<file path="config.mk">
export PLATFORM = sky130hd
export DESIGN_NAME = ads127l01_fsync_rx
export DESIGN_NICKNAME = d
export VERILOG_FILES = /design/src/rtl/ads127l01_fsync_rx.sv
export SDC_FILE = /design/constraint.sdc
export NUM_CORES = 1
export LEC_CHECK = 0
export CAP_MARGIN = 30
export CORE_ASPECT_RATIO = 1.1
export CORE_MARGIN = 10
export CORE_UTILIZATION = 35
export CTS_BUF_LIST = sky130_fd_sc_hd__clkbuf_4
export DETAILED_ROUTE_END_ITERATION = 12
export PLACE_DENSITY = 0.5
export SLEW_MARGIN = 20
export SYNTH_ARGS = -nofsm -noshare
export SYNTH_HDL_FRONTEND = slang
export SYNTH_SLANG_ARGS = --single-unit
</file>
<file path="constraint.sdc">
create_clock -name clk -period 3.64 [get_ports clk]
set_input_delay 1.092 -clock clk [delete_from_list [all_inputs] [get_ports clk]]
set_output_delay 1.092 -clock clk [all_outputs]
set_load 0.05 [all_outputs]
</file>
<file path="src/rtl/ads127l01_fsync_rx.sv">
// ads127l01_fsync_rx: frame-sync serial receiver for the ADS127L01 ADC.
// Oversamples sck/dout/fsync in the clk domain, assembles 24-bit MSB-first
// samples and queues them in a FIFO drained through an AXI-Stream-like port.
// Optional feature macro ADS_RX_SEQ_EN: when defined, tdata[31:24] carries an
// 8-bit frame sequence number; otherwise it is the sign extension of bit 23.
module ads127l01_fsync_rx #(
  parameter int FIFO_DEPTH  = 16,
  parameter int SYNC_STAGES = 2
) (
  input  logic                          clk,
  input  logic                          rst,
  input  logic                          en,
  input  logic                          sck,
  input  logic                          dout,
  input  logic                          fsync,
  output logic [31:0]                   m_axis_tdata,
  output logic                          m_axis_tvalid,
  input  logic                          m_axis_tready,
  output logic [$clog2(FIFO_DEPTH):0]   rd_cnt,
  output logic                          overflow,
  output logic                          frame_err
);

  localparam int AW = $clog2(FIFO_DEPTH);

  localparam logic [1:0] IDLE    = 2'd0;
  localparam logic [1:0] WAIT_FS = 2'd1;
  localparam logic [1:0] SHIFT   = 2'd2;
  localparam logic [1:0] PUSH    = 2'd3;

  // Synchronizer chains plus one history flop for edge detection.
  logic [SYNC_STAGES-1:0] sck_sync_q, dout_sync_q, fs_sync_q;
  logic                   sck_prev_q, fs_prev_q;
  logic                   sck_s, dout_s, fs_s, sck_rise, fs_rise;

  // FSM and shifter state.
  logic [1:0]  state_q, state_d;
  logic [4:0]  bit_cnt_q, bit_cnt_d;
  logic [23:0] shift_q, shift_d;
  logic        frame_err_q, frame_err_d;

  // FIFO state.
  logic [31:0] mem_q [FIFO_DEPTH];
  logic [AW-1:0] wr_ptr_q, rd_ptr_q;
  logic [AW:0]   cnt_q, cnt_d;
  logic          overflow_q;
  logic          push, pop, full, wr_en;
  logic [31:0]   push_word;

  // Bring the asynchronous ADC pins into the clk domain.
  // NOTE: sequential state uses non-blocking assignments so every flop samples
  // the pre-edge value of its neighbours; blocking here would collapse the chain.
  always_ff @(posedge clk) begin
    if (rst) begin
      sck_sync_q  <= '0;
      dout_sync_q <= '0;
      fs_sync_q   <= '0;
      sck_prev_q  <= 1'b0;
      fs_prev_q   <= 1'b0;
    end else begin
      sck_sync_q  <= {sck_sync_q[SYNC_STAGES-2:0], sck};
      dout_sync_q <= {dout_sync_q[SYNC_STAGES-2:0], dout};
      fs_sync_q   <= {fs_sync_q[SYNC_STAGES-2:0], fsync};
      sck_prev_q  <= sck_s;
      fs_prev_q   <= fs_s;
    end
  end

  assign sck_s    = sck_sync_q[SYNC_STAGES-1];
  assign dout_s   = dout_sync_q[SYNC_STAGES-1];
  assign fs_s     = fs_sync_q[SYNC_STAGES-1];
  assign sck_rise = sck_s & ~sck_prev_q;
  assign fs_rise  = fs_s & ~fs_prev_q;

  // Frame FSM: wait for fsync, shift 24 bits, hand the word to the FIFO.
  // NOTE: every signal assigned here gets a default first so no path leaves it
  // unassigned, which would otherwise infer a latch.
  always_comb begin
    state_d     = state_q;
    bit_cnt_d   = bit_cnt_q;
    shift_d     = shift_q;
    frame_err_d = 1'b0;
    if (!en) begin
      state_d   = IDLE;
      bit_cnt_d = '0;
    end else begin
      case (state_q)
        IDLE:    state_d = WAIT_FS;
        WAIT_FS: begin
          if (fs_rise) begin
            state_d   = SHIFT;
            bit_cnt_d = '0;
          end
        end
        SHIFT: begin
          if (fs_rise) begin
            // A new frame started before this one completed: drop it, restart.
            frame_err_d = 1'b1;
            bit_cnt_d   = '0;
            shift_d     = '0;
          end else if (sck_rise) begin
            shift_d   = {shift_q[22:0], dout_s};
            bit_cnt_d = bit_cnt_q + 5'd1;
            if (bit_cnt_q == 5'd23) state_d = PUSH;
          end
        end
        PUSH:    state_d = WAIT_FS;
        default: state_d = IDLE;
      endcase
    end
  end

  // FSM, shifter and error-pulse registers.
  always_ff @(posedge clk) begin
    if (rst) begin
      state_q     <= IDLE;
      bit_cnt_q   <= '0;
      shift_q     <= '0;
      frame_err_q <= 1'b0;
    end else begin
      state_q     <= state_d;
      bit_cnt_q   <= bit_cnt_d;
      shift_q     <= shift_d;
      frame_err_q <= frame_err_d;
    end
  end

`ifdef ADS_RX_SEQ_EN
  logic [7:0] seq_q;

  // Frame sequence number, advanced for every completed frame, kept or dropped.
  always_ff @(posedge clk) begin
    if (rst)       seq_q <= '0;
    else if (push) seq_q <= seq_q + 8'd1;
  end

  assign push_word = {seq_q, shift_q};
`else
  assign push_word = {{8{shift_q[23]}}, shift_q};
`endif

  assign push  = (state_q == PUSH);
  assign pop   = m_axis_tvalid & m_axis_tready;
  assign full  = (cnt_q == (AW+1)'(FIFO_DEPTH));
  assign wr_en = push & (~full | pop);

  // Fill level: a simultaneous write and read leaves it unchanged.
  always_comb begin
    cnt_d = cnt_q;
    if (wr_en && !pop)      cnt_d = cnt_q + 1'b1;
    else if (!wr_en && pop) cnt_d = cnt_q - 1'b1;
  end

  // FIFO pointers, fill count and sticky overflow flag.
  always_ff @(posedge clk) begin
    if (rst) begin
      wr_ptr_q   <= '0;
      rd_ptr_q   <= '0;
      cnt_q      <= '0;
      overflow_q <= 1'b0;
    end else begin
      if (wr_en) wr_ptr_q <= wr_ptr_q + 1'b1;
      if (pop)   rd_ptr_q <= rd_ptr_q + 1'b1;
      cnt_q      <= cnt_d;
      overflow_q <= overflow_q | (push & full & ~pop);
    end
  end

  // Sample storage.
  // NOTE: the array is deliberately not reset; validity is tracked by the
  // pointers and count, and the output is masked to zero while empty.
  always_ff @(posedge clk) begin
    if (wr_en) mem_q[wr_ptr_q] <= push_word;
  end

  assign m_axis_tvalid = (cnt_q != '0);
  assign m_axis_tdata  = m_axis_tvalid ? mem_q[rd_ptr_q] : 32'd0;
  assign rd_cnt        = cnt_q;
  assign overflow      = overflow_q;
  assign frame_err     = frame_err_q;

endmodule

</file>
# == Word level (Yosys, flattened, before mapping) ==
# Memories as Yosys holds them, arrays and structs flattened. A register that Yosys moved wholly into a read port is not among the register bits.
# Cells that the tools add are included.
# W data, S select, Z words.
# word_totals
register_bits,54
ram_bits,512
in_bits,7
out_inout_bits,40
wordCells,77
mem_count,1
# memory_table
name,words,word_bits,rd,rd_ports_with_merged_regs,write_ports,line,rtl
mem_q,16,32,1,1,1,43,logic [31:0] mem_q [FIFO_DEPTH];
# op_classes
addsub,5
eq_ne,10
n_mux,19
bitwise,14
n_reduce_logical,15
# op_table
operator,count
$mux W24,2
$mux W32,1
$mux W5,5
$add A5 B1 Y5 const B,2
$eq A5 B5 Y1 const B,2
$pmux W5 S2,1
$add A4 B1 Y4 const B,2
$mux W2,4
$mux W4,2
$ne A2 B2 Y1 const B,4
$and A1 B1 Y1,6
$not A1 Y1,6
$pmux W2 S3,1
$reduce_and A3 Y1,2
$reduce_bool A2 Y1,3
$reduce_bool A5 Y1,1
$sub A5 B1 Y5 const B,1
$eq A2 B2 Y1 const B,2
$reduce_and A4 Y1,1
$reduce_or A2 Y1,2
$mux W1,3
$ne A3 B3 Y1 const B,1
$reduce_or A3 Y1,1
$eq A2 B1 Y1 const B,1
4 further kinds,7

# == Logic depth before layout (Yosys ltp) ==
# Gate-level depths: netlist of run 1.
# depth
depth_word,8
mapped_depth,11
depth_no_buf,9

# == Least setup slack after synthesis of run 1 ==
# No wires, ideal clock.
# synth_timing
kind,reg-to-output
start,register cnt_q[0] (netlist: rd_cnt[0])
end,output m_axis_tdata[24]
t_arrival_ns,2.812
setup_slack_ns,-0.264
path_stages_with_launch,9
n_path_buf,4
path_cell_list,dfxtp_1 or4_4 buf_6 or2_4 nor2b_4 buf_6 buf_6 a221o_1 buf_4
# synth_between
elab_chain_cells,2
# synth_lines
element,line,rtl
"start, declared",45,"logic [AW:0] cnt_q, cnt_d;"
"start signal, assigned",164,cnt_q <= cnt_d;
$reduce_bool A5 Y1,176,assign m_axis_tvalid = (cnt_q != '0);
named net m_axis_tvalid,17,"output logic m_axis_tvalid,"
$mux W32,177,assign m_axis_tdata = m_axis_tvalid ? mem_q[rd_ptr_q] : 32'd0;
"end, declared",16,"output logic [31:0] m_axis_tdata,"
# The timed path passes the listed nets, and every way through them passes these cells.

==> results of run 1 <==
## sequential cells by signal, summed over array words and instances, names as in the netlist, named ones only
register,flops
mem_q,384
shift_q,24
bit_cnt_q,5
rd_cnt,5
rd_ptr_q,4
wr_ptr_q,4
dout_sync_q,2
fs_sync_q,2
sck_sync_q,2
state_q,2
frame_err,1
fs_prev_q,1
overflow,1
sck_prev_q,1
## layer usage
layer  routed length, um  vias to the layer above  global-route usage
li1                    -                     4000                   -
met4                 687                        0              0.0531
met3                1870                       40              0.0316
met1               18100                     4594               0.182
met5                   0                        -                   0
met2               20300                      200               0.228
## per-stage QoR
step	total power [uW]	instance area [sq um]	cells	hold slack (ns)	worst slack, ns
finish	12800	21000	1807	0.436	-0.363
global route	13400	21000	1807	0.466	-0.502
CTS	12900	20800	1794	0.440	-0.508
detailed placement	8380	19100	1582	0.426	0.0853
global placement	8380	19100	1582	0.419	0.137
floorplan	7630	17400	881	0.414	0.00482
## cell type report
type	instances	area (sq um)
fill	4343	28000
sequential	442	12700
tap	652	816
multi-input combinational	378	4540
antenna	1	2.50
clock inverter	39	190
inverter	6	22.5
timing repair buffer	132	1550
clock buffer	157	1180
## synth_stat cells (13+ instances only)
library cell / count / area (sq um)
and2_1: 23 / 144
mux2i_1: 28 / 280
mux4_1: 24 / 631
edfxtp_1: 384 / 11500
nor2_1: 61 / 229
mux2_2: 25 / 282
ha_1: 13 / 163
clkbuf_1: 21 / 78.8
nor2b_1: 26 / 163
mux4_2: 72 / 1620
a221o_1: 20 / 200
dfxtp_1: 58 / 1160
## worst max path at each step
stage / slack [ns] / depth (start not counted) / end / startpoint
floorplan: 0.005 / 8 / m_axis_tdata[24] / rd_cnt[2]$_SDFFE_PP0P_
global placement: 0.14 / 10 / rd_cnt[4]$_SDFFE_PP0P_ / m_axis_tready
detailed placement: 0.09 / 10 / rd_cnt[4]$_SDFFE_PP0P_ / m_axis_tready
CTS: -0.51 / 6 / m_axis_tdata[27] / rd_cnt[1]$_SDFFE_PP0P_
global route: -0.50 / 5 / m_axis_tdata[27] / flip-flop
finish: -0.36 / 5 / m_axis_tdata[27] / flip-flop
## cells by family after synthesis
group / Yosys count / synth area share
compound gates: 49 / 0.0236
xor+xnor: 12 / 0.00604
fa+ha+maj: 14 / 0.0105
buf+inv: 62 / 0.0209
flops: 442 / 0.730
mux: 149 / 0.162
simple gates: 153 / 0.0474
## power by group
part,leakage [uW],switching (uW),internal [uW]
Combinational,0.00219,1880,1410
Clock,0.000809,1920,2050
Sequential,0.00430,66.3,5470
## layout by cell type (no fill, tap or decap), types with 23 or more instances in the layout
master    instances
edfxtp_1        384
nor2b_1          26
clkbuf_4        157
mux2i_1          28
buf_4            55
mux4_2           72
clkinv_1         28
mux4_1           24
and2_1           23
nor2_1           48
buf_6            31
dfxtp_1          52
## repair_timing
item	in CTS	in global routing
setup endpoints to repair	33	32
setup buffers	11	10
gates resized for setup	52	9
cloned	5	2
pin swaps	11	12
==> metrics.md, run 1 <==
| Metric | Value |
|---|---|
| Die W | 233 um |
| Initial DRC Count | 565 |
| Placer congestion estimate | 0.717 |
| Final Hold Fails | 0 |
| Slew HR | 0.550 |
| Starting Density | 0.355 |
| Largest net degree at the start of global routing | 32 |
| Post-route antenna net violation count | 0 |
| CP required | 2.55 ns |
| Gr ovfl total | 0 |
| Mean area per synthesized cell | 19.7 sq um |
| # setup viols final | 32 |
| Reg2reg end | rd_cnt[4]$_SDFFE_PP0P_ |
| Synthesized area | 17400 sq um |
| Critical path, cell by cell | buf_12 -> mux4_2 -> mux2_4 -> a221o_4 -> buf_6 |
| Hold Path Class | reg -> reg |
| # rows | 85 |
| Residual DRC count | 0 |
| Final core occ | 0.428 |
| Cells after synthesis | 881 |
| I/O pin cnt | 47 |
| Antenna violations before repair | 1 |
| Synth Register Bits | 442 |
| Total track usage | 0.141 |
| Largest fanout on the critical path | 13 |
| Synth warn | 0 |
| Crit share post-route | 1.10 |
| CTS buffer count | 109 |
| Full die area | 59000 sq um |
| Routed via count | 8834 |
| Static Leak | 0.00730 uW |
| Hold Path Stages | 1 |
| First-pass GRT wire length | 61.1 mm |
| Core area | 49000 sq um |
| Crit path DAT | 2.91 ns |
| CP Capture Type | output port |
| Outcome | finished with violations |
| Net Count, Synth | 902 |
| DIE HEIGHT | 254 um |
| CTS tree | built |
| Detailed placement HPWL | 21.8 mm |
| PwrDens | 609 nW/um^2 |
| Top Family by Delay on Critical Path | multiplexers |
| Final TNS setup | -10.30 ns |
| Min cycle time layout | 4.00 ns |
| Root buf cell | clkbuf_4 |
| Max-cap violations | 0 |
| Clock buffer depth | 3 |
| Worst Skew | 0.0452 ns |
| Synth unique cells | 51 |
| Hold EP | fs_sync_q[1]$_SDFF_PP0_ |
| Nets | 1090 |
| Via-to-Cell Ratio | 4.89 |
| Worst vdd ir | 0.389 mV |
| Layout cell share with drive strength beyond 1 | 0.373 |
| CTS clk-pin slew, worst paths | 0.06 ns |
| Routed WL | 40.9 mm |
| Max-slew violation count | 0 |
| Worst setup SP type | flip-flop |
| Slew @ Worst Pin | 0.674 ns |
| Vias in the first global route | 9507 |
| Clock Latency Late Sink | 0.82 ns |
| Seq/Total Area, Yosys | 0.730 |
| FF-to-FF path depth | 12 |
| Post-synth EDFFs | 384 |
| Failing checks | setup timing |
| Crit path largest cell delay | 0.52 ns |
| FF-to-FF setup slack | 0.49 ns |
| Async S/R FF share, synth | 0 |
| Input/output buffers | 46 |
| Crit path buf inv count | 2 |
| Drt pass-1 iters | 4 |
| Avg WL per Cell | 22.6 um |
| Worst r2r src | rd_cnt[1]$_SDFFE_PP0P_ |
| Hold path startpoint | fs_sync_q[0]$_SDFF_PP0_ |
| Crit path max-delay cell type | mux4_2 |
| Area growth syn-to-layout | 20.8% |
| Hold-fix buffers, CTS | 0 |
| CP Class | reg -> out |
| Synth Flop Type | edfxtp_1 |
| Fmax | 0.250 GHz |
| RSZ-0062 raised after global routing | true |
| Htree depth | 3 |
| Clock sink count | 442 |
| Setup WS post-layout | -0.363 ns |
No activity file was read; power rests on OpenSTA's default activity.
==> inputs of run 2 (changes only) <==
- CORE_MARGIN: 10 -> default
- GPL_TIMING_DRIVEN: default -> 0
==> run 2 against run 1 <==
The flow still finishes with violations (setup timing). Maximum frequency decreased by 4.5%. Die area fell by 14%. Via count is 1.5% higher. Count of clock-buffer cells in the layout up 23. Non-clock buffer count is 20 higher. Combinational power up 6%. Register-to-register slack about the same. First-iteration DRC count up 4.2%. Critical path depth increased by 2. Clock skew up 0.00081 ns. Critical path type unchanged. Highest routed layer unchanged.
==> metrics.md, run 2 (synthesis results as in run 1) <==
| Metric | Value |
|---|---|
| Outcome | finished with violations |
| Failing checks | setup timing |
| Htree depth | 3 (unchanged) |
| Max-slew violation count | 0 (unchanged) |
| Worst Skew | 0.0460 ns (+0.000812 ns) |
| Clock Latency Late Sink | 0.82 ns (about the same) |
| Root buf cell | clkbuf_4 |
| I/O pin cnt | 47 (unchanged) |
| Crit path DAT | 3.10 ns (+0.19 ns) |
| Drt pass-1 iters | 4 (unchanged) |
| Via-to-Cell Ratio | 4.89 (about the same) |
| Sw Pwr | 3900 uW (+0.78%) |
| Total track usage | 0.169 (+0.0280) |
| Detailed placement HPWL | 26.1 mm (+20%) |
| CTS buffer count | 109 (unchanged) |
| CTS tree | built |
| Initial DRC Count | 589 (+4.2%) |
| Regs by FF count | mem_q x384, shift_q x24 |
| Largest fanout on the critical path | 6 (-7) |
| Residual DRC count | 0 (unchanged) |
| Full die area | 50600 sq um (-14%) |
| Commonest non-fill, non-tap cell in the layout | edfxtp_1 |
| Clock sink count | 442 (unchanged) |
| Setup WS post-layout | -0.550 ns (-0.187 ns) |
| RSZ-0062 raised after global routing | true |
| Area growth syn-to-layout | 22.7% |
| Min cycle time layout | 4.19 ns (+0.187 ns) |
| Input/output buffers | 46 (unchanged) |
| Final core occ | 0.435 (+0.00689) |
| First-pass GRT wire length | 61.9 mm (+1.3%) |
| Sequential Power Share | 0.420 (-0.013) |
| Placed insts | 1604 (+1.4%) |
| Largest net degree at the start of global routing | 19 (-41%) |
| DIE HEIGHT | 236 um (-7.1%) |
| Static Leak | 0.00747 uW (+2.3%) |
| Placer congestion estimate | 0.720 (+0.40%) |
| Pint | 9280 uW (+3.9%) |
| Vias in the first global route | 9611 (+1.1%) |
| Max reg flops | 384 (unchanged) |
| Nets | 1110 (+1.8%) |
| # setup viols final | 32 (unchanged) |
| Post-route antenna net violation count | 0 (unchanged) |
| Clk network pwr share | 0.316 (+0.006) |
| CTS clk-pin slew, worst paths | 0.06 ns (about the same) |
| Most frequent cells in the layout | edfxtp_1, clkbuf_4, mux4_2 |
| CP required | 2.55 ns (about the same) |
| Crit share post-route | 1.15 (+0.0515) |
| Fmax | 0.239 GHz (-4.5%) |
| Worst setup SP type | flip-flop |
| Combinational power share | 0.264 (+0.007) |
| Worst vdd ir | 0.417 mV (+7.1%) |
| Die W | 215 um (-7.7%) |
| CP Capture Type | output port |
| Max-cap violations | 0 (unchanged) |
| Clock buffer depth | 3 (unchanged) |
| Slew HR | 0.399 (-0.152) |
| Slew @ Worst Pin | 0.898 ns (+0.224 ns) |
| # rows | 85 (unchanged) |
| Avg WL per Cell | 22.6 um (-0.14%) |
| PwrDens | 617 nW/um^2 (+1.3%) |
| Starting Density | 0.355 (unchanged) |
| Routed via count | 8966 (+1.5%) |
| CP Class | reg -> out |
| Core area | 49000 sq um (unchanged) |
| Biggest register | mem_q |
| Fin Hold WS | 0.434 ns (-0.00224 ns) |
| Switch share | 0.296 (-0.00632) |
| Layout cell share with drive strength beyond 1 | 0.387 (+0.0135) |
| Gr ovfl total | 0 (unchanged) |
| Fin cells | 1835 (+1.5%) |
| FILL cells | 4288 (-1.3%) |
| Routed WL | 41.5 mm (+1.4%) |
| Setup slack at placement | -0.980 ns (-1.07 ns) |
| Antenna violations before repair | 1 (unchanged) |
| Hold Path Class | reg -> reg |
| Final Hold Fails | 0 (unchanged) |
## run 2: cell count changes in the layout (fill, tap and decap cells not counted), moves of 3 or more
cell / delta
buf_12: -9
buf_16: +8
buf_4: -29
buf_6: +17
buf_8: +10
clkbuf_1: +10
clkbuf_2: +3
clkbuf_4: +25
clkbuf_8: +5
clkinv_1: -13
clkinvlp_4: -3
inv_2: +3
## run 2: cell type report
| class | instances | area [sq um] | area share |
|---|---|---|---|
| timing repair buffer | 102 | 1340 | 0.0626 |
| sequential | 442 | 12700 | 0.595 |
| tap | 652 | 816 | 0.0382 |
| clock buffer | 180 | 1350 | 0.0633 |
| clock inverter | 23 | 90.1 | 0.00422 |
| inverter | 6 | 22.5 | 0.00106 |
| buffer | 50 | 514 | 0.0241 |
| multi-input combinational | 378 | 4500 | 0.211 |
| antenna | 2 | 5.00 | 0.000234 |
## run 2: stage by stage
step	total power [uW]	setup TNS, ns	cell area (sq um)
after global placement	8530	-648.81	18700
after CTS	13200	-17.40	21200
final	13200	-14.75	21300
after floorplan	7630	0	17400
after global routing	13700	-18.12	21300
after detailed placement	8550	-35.82	19300
## run 2: per-layer routing
| layer | vias to the layer above | wire [um] | GRT usage |
|---|---|---|---|
| met1 | 4677 | 18900 | 0.222 |
| met4 | 0 | 866 | 0.0647 |
| li1 | 4044 | - | - |
| met5 | - | 0 | 0 |
| met3 | 50 | 1520 | 0.0317 |
| met2 | 195 | 20300 | 0.277 |
## run 2: critical path, stage by stage, from the launching register on
cell,delay [ns]
dfxtp_4,0.34
or4_4,0.59
or2_4,0.26
nor2b_4,0.18
buf_12,0.16
a221o_2,0.46
buf_6,0.15
buf_6,0.14
## run 2: power by group through the flow
stage               clock (uW)  combinational [uW]  sequential, uW
floorplan                    0                1970            5670
global placement             0                2920            5610
detailed placement           0                2930            5610
CTS                       4290                3380            5530
global route              4550                3650            5540
finish                    4170                3480            5530
## run 2: path summary, 6_finish.rpt
path              slack, ns                    start                       to  depth (start not counted)
hold / removal         0.43  fs_sync_q[0]$_SDFF_PP0_  fs_sync_q[1]$_SDFF_PP0_                          1
setup reg to reg       0.50   rd_cnt[1]$_SDFFE_PP0P_   rd_cnt[4]$_SDFFE_PP0P_                         10
hold reg to reg        0.43  fs_sync_q[0]$_SDFF_PP0_  fs_sync_q[1]$_SDFF_PP0_                          1
setup / recovery      -0.55   rd_cnt[1]$_SDFFE_PP0P_         m_axis_tdata[29]                          7
## run 2: what timing repair did
item / CTS / global route
gates resized for setup: 305 / 19
endpoints found under the setup margin: 33 / 32
hold endpoints to repair: 0 / 0
pin swaps: 19 / 13
cloned: 2 / 0
buffers inserted: 24 / 6
hold buffers: 0 / 0
==> inputs of run 3 (changes only) <==
- CORE_UTILIZATION: 35 -> 50
- PLACE_DENSITY: 0.5 -> 0.67
- SKIP_CTS_REPAIR_TIMING: default -> 1
==> run 3 against run 2 <==
The flow finishes with violations (DRC, setup timing). Sequential power barely moved. Design area fell by 2.6%. Utilization rose by 17 points. Critical path depth did not move. Clock power fell by 8.2%. Via count rose by 0.31%. Critical endpoint unchanged. Sequential share of layout area rose by 1.6 points. Maximum frequency rose by 1.2%. Global-route usage rose by 4.2 points. Count of clock-buffer cells in the layout fell by 25. Largest power group unchanged.
==> metrics.md, run 3 (synthesis results as in run 1) <==
| Metric | Value |
|---|---|
| Outcome | finished with violations |
| Failing checks | DRC, setup timing |
| Max-cap violations | 0 (unchanged) |
| Starting Density | 0.509 (+0.154) |
| PwrDens | 608 nW/um^2 (-1.5%) |
| Hold Path Stages | 1 (unchanged) |
| Root buf cell | clkbuf_4 |
| Via-to-Cell Ratio | 5.63 (+15%) |
| Routed via count | 8994 (+0.31%) |
| Hold Path Class | reg -> reg |
| Die W | 180 um (-16%) |
| RSZ-0062 raised after global routing | true |
| Static Leak | 0.00728 uW (-2.5%) |
| Area growth syn-to-layout | 19.5% |
| Nets | 1095 (-1.4%) |
| Slew HR | 0.390 (-0.00905) |
| Final core occ | 0.608 (+0.172) |
| Post-route antenna net violation count | 0 (unchanged) |
| CP required | 2.55 ns (about the same) |
| Full die area | 35500 sq um (-30%) |
| Total track usage | 0.210 (+0.0416) |
| Core area | 34200 sq um (-30%) |
| Drt pass-1 iters | 9 (+5) |
| CTS buffer count | 103 (-5.5%) |
| Worst setup SP type | flip-flop |
| Antenna violations before repair | 2 (+1) |
| Setup WS post-layout | -0.499 ns (+0.0510 ns) |
| CTS clk-pin slew, worst paths | 0.07 ns (about the same) |
| Max-slew violation count | 0 (unchanged) |
| CP Class | reg -> out |
| Most frequent cells in the layout | edfxtp_1, clkbuf_4, mux4_2 |
| Largest fanout on the critical path | 6 (unchanged) |
| Clock sink count | 442 (unchanged) |
| Final Hold Fails | 0 (unchanged) |
| Hold path startpoint | fs_sync_q[0]$_SDFF_PP0_ |
| # rows | 71 (-16%) |
| Clock buffer depth | 3 (unchanged) |
| Clock Latency Late Sink | 0.80 ns (-0.02 ns) |
| FF-to-FF path depth | 10 (unchanged) |
| Gr ovfl total | 0 (unchanged) |
| Crit path DAT | 3.05 ns (-0.05 ns) |
| Htree depth | 3 (unchanged) |
| Min cycle time layout | 4.14 ns (-0.0510 ns) |
| Vias in the first global route | 9163 (-4.7%) |
| CP Capture Type | output port |
| # setup viols final | 32 (unchanged) |
| Layout cell share with drive strength beyond 1 | 0.364 (-0.0231) |
| Routed WL | 36.9 mm (-11%) |
| Avg WL per Cell | 23.1 um (+2.2%) |
| Largest net degree at the start of global routing | 19 (unchanged) |
| I/O pin cnt | 47 (unchanged) |
| Regs by FF count | mem_q x384, shift_q x24 |
| Detailed placement HPWL | 22.7 mm (-13%) |
| Placer congestion estimate | 0.722 (+0.33%) |
| DIE HEIGHT | 198 um (-16%) |
| Initial DRC Count | 658 (+12%) |
| Crit share post-route | 1.14 (-0.0140) |
| CTS tree | built |
| Max reg flops | 384 (unchanged) |
| Input/output buffers | 46 (unchanged) |
| Commonest non-fill, non-tap cell in the layout | edfxtp_1 |
| Hold EP | fs_sync_q[1]$_SDFF_PP0_ |
| Residual DRC count | 2 (+2) |
| Slew @ Worst Pin | 0.912 ns (+0.0135 ns) |
| Worst vdd ir | 0.517 mV (+24%) |
| First-pass GRT wire length | 54.1 mm (-13%) |
| FF-to-FF setup slack | 0.48 ns (-0.02 ns) |
| Worst Skew | 0.0426 ns (-0.00344 ns) |
| Pwr Total | 12600 uW (-4.0%) |
| Worst r2r src | rd_cnt[1]$_SDFFE_PP0P_ |
| Fmax | 0.242 GHz (+1.2%) |
| Biggest register | mem_q |
| Reg2reg end | rd_cnt[4]$_SDFFE_PP0P_ |
[run 3: cell types whose count changed in the layout (fill, tap and decap cells not counted), sizes merged, moves of 2 or more]
cell | before | now
clkbuf | 201 | 174
clkinv | 18 | 30
buf | 117 | 109
inv | 11 | 7
clkinvlp | 0 | 2
[run 3: per-layer routing]
layer  GRT usage  vias up  wire [um]
met4      0.0795        0        649
met2       0.347      332      18200
li1            -     4007          -
met1       0.273     4600      15600
met3      0.0489       55       2520
met5           0        -          0
[run 3: power breakdown]
group	switching, uW	internal (uW)
clock	1870	1960
sequential	67.6	5470
combinational	1810	1470
[run 3: critical path: stages (launching register included)]
cell and delay, ns:
dfxtp_4 0.35, or4_4 0.59, or2_4 0.28, nor2b_4 0.16, buf_12 0.16, a221o_4 0.46
buf_6 0.14, buf_6 0.14
[run 3: how the worst max path moves through the flow]
stage | from | endpoint | slack (ns) | cells after the start
2_1_floorplan | rd_cnt[2]$_SDFFE_PP0P_ | m_axis_tdata[24] | 0.005 | 8
3_3_place_gp | m_axis_tready | mem_q[3][10]$_DFFE_PP_ | -2.44 | 4
3_5_place_dp | flip-flop | m_axis_tdata[11] | -1.0 | 7
4_1_cts | flip-flop | m_axis_tdata[11] | -1.86 | 7
5_1_grt | rd_cnt[1]$_SDFFE_PP0P_ | m_axis_tdata[27] | -0.59 | 7
6_report | rd_cnt[1]$_SDFFE_PP0P_ | m_axis_tdata[29] | -0.50 | 7
[run 3: metrics by stage]
stage          cell area (sq um)  std cells  hold slack [ns]  setup slack, ns  setup TNS, ns
2_1_floorplan              17400        881            0.414          0.00482              0
3_3_place_gp               18400       1365            0.417            -2.44        -559.52
3_5_place_dp               18900       1386            0.430            -1.00         -27.70
4_1_cts                    20300       1574            0.446            -1.86         -52.19
5_1_grt                    20800       1597            0.455           -0.586         -15.48
6_report                   20800       1597            0.442           -0.499         -12.49
[run 3: layout make-up]
type                    count  area, sq um
well taps                 438          548
flip-flops and latches    442        12700
inverters                   6         22.5
repair buffers             90         1160
clock inverters            33          158
plain buffers              52          514
diodes                      2         5.00
clock buffers             155         1160
fillers                  2432        13400
multi-input cells         379         4510
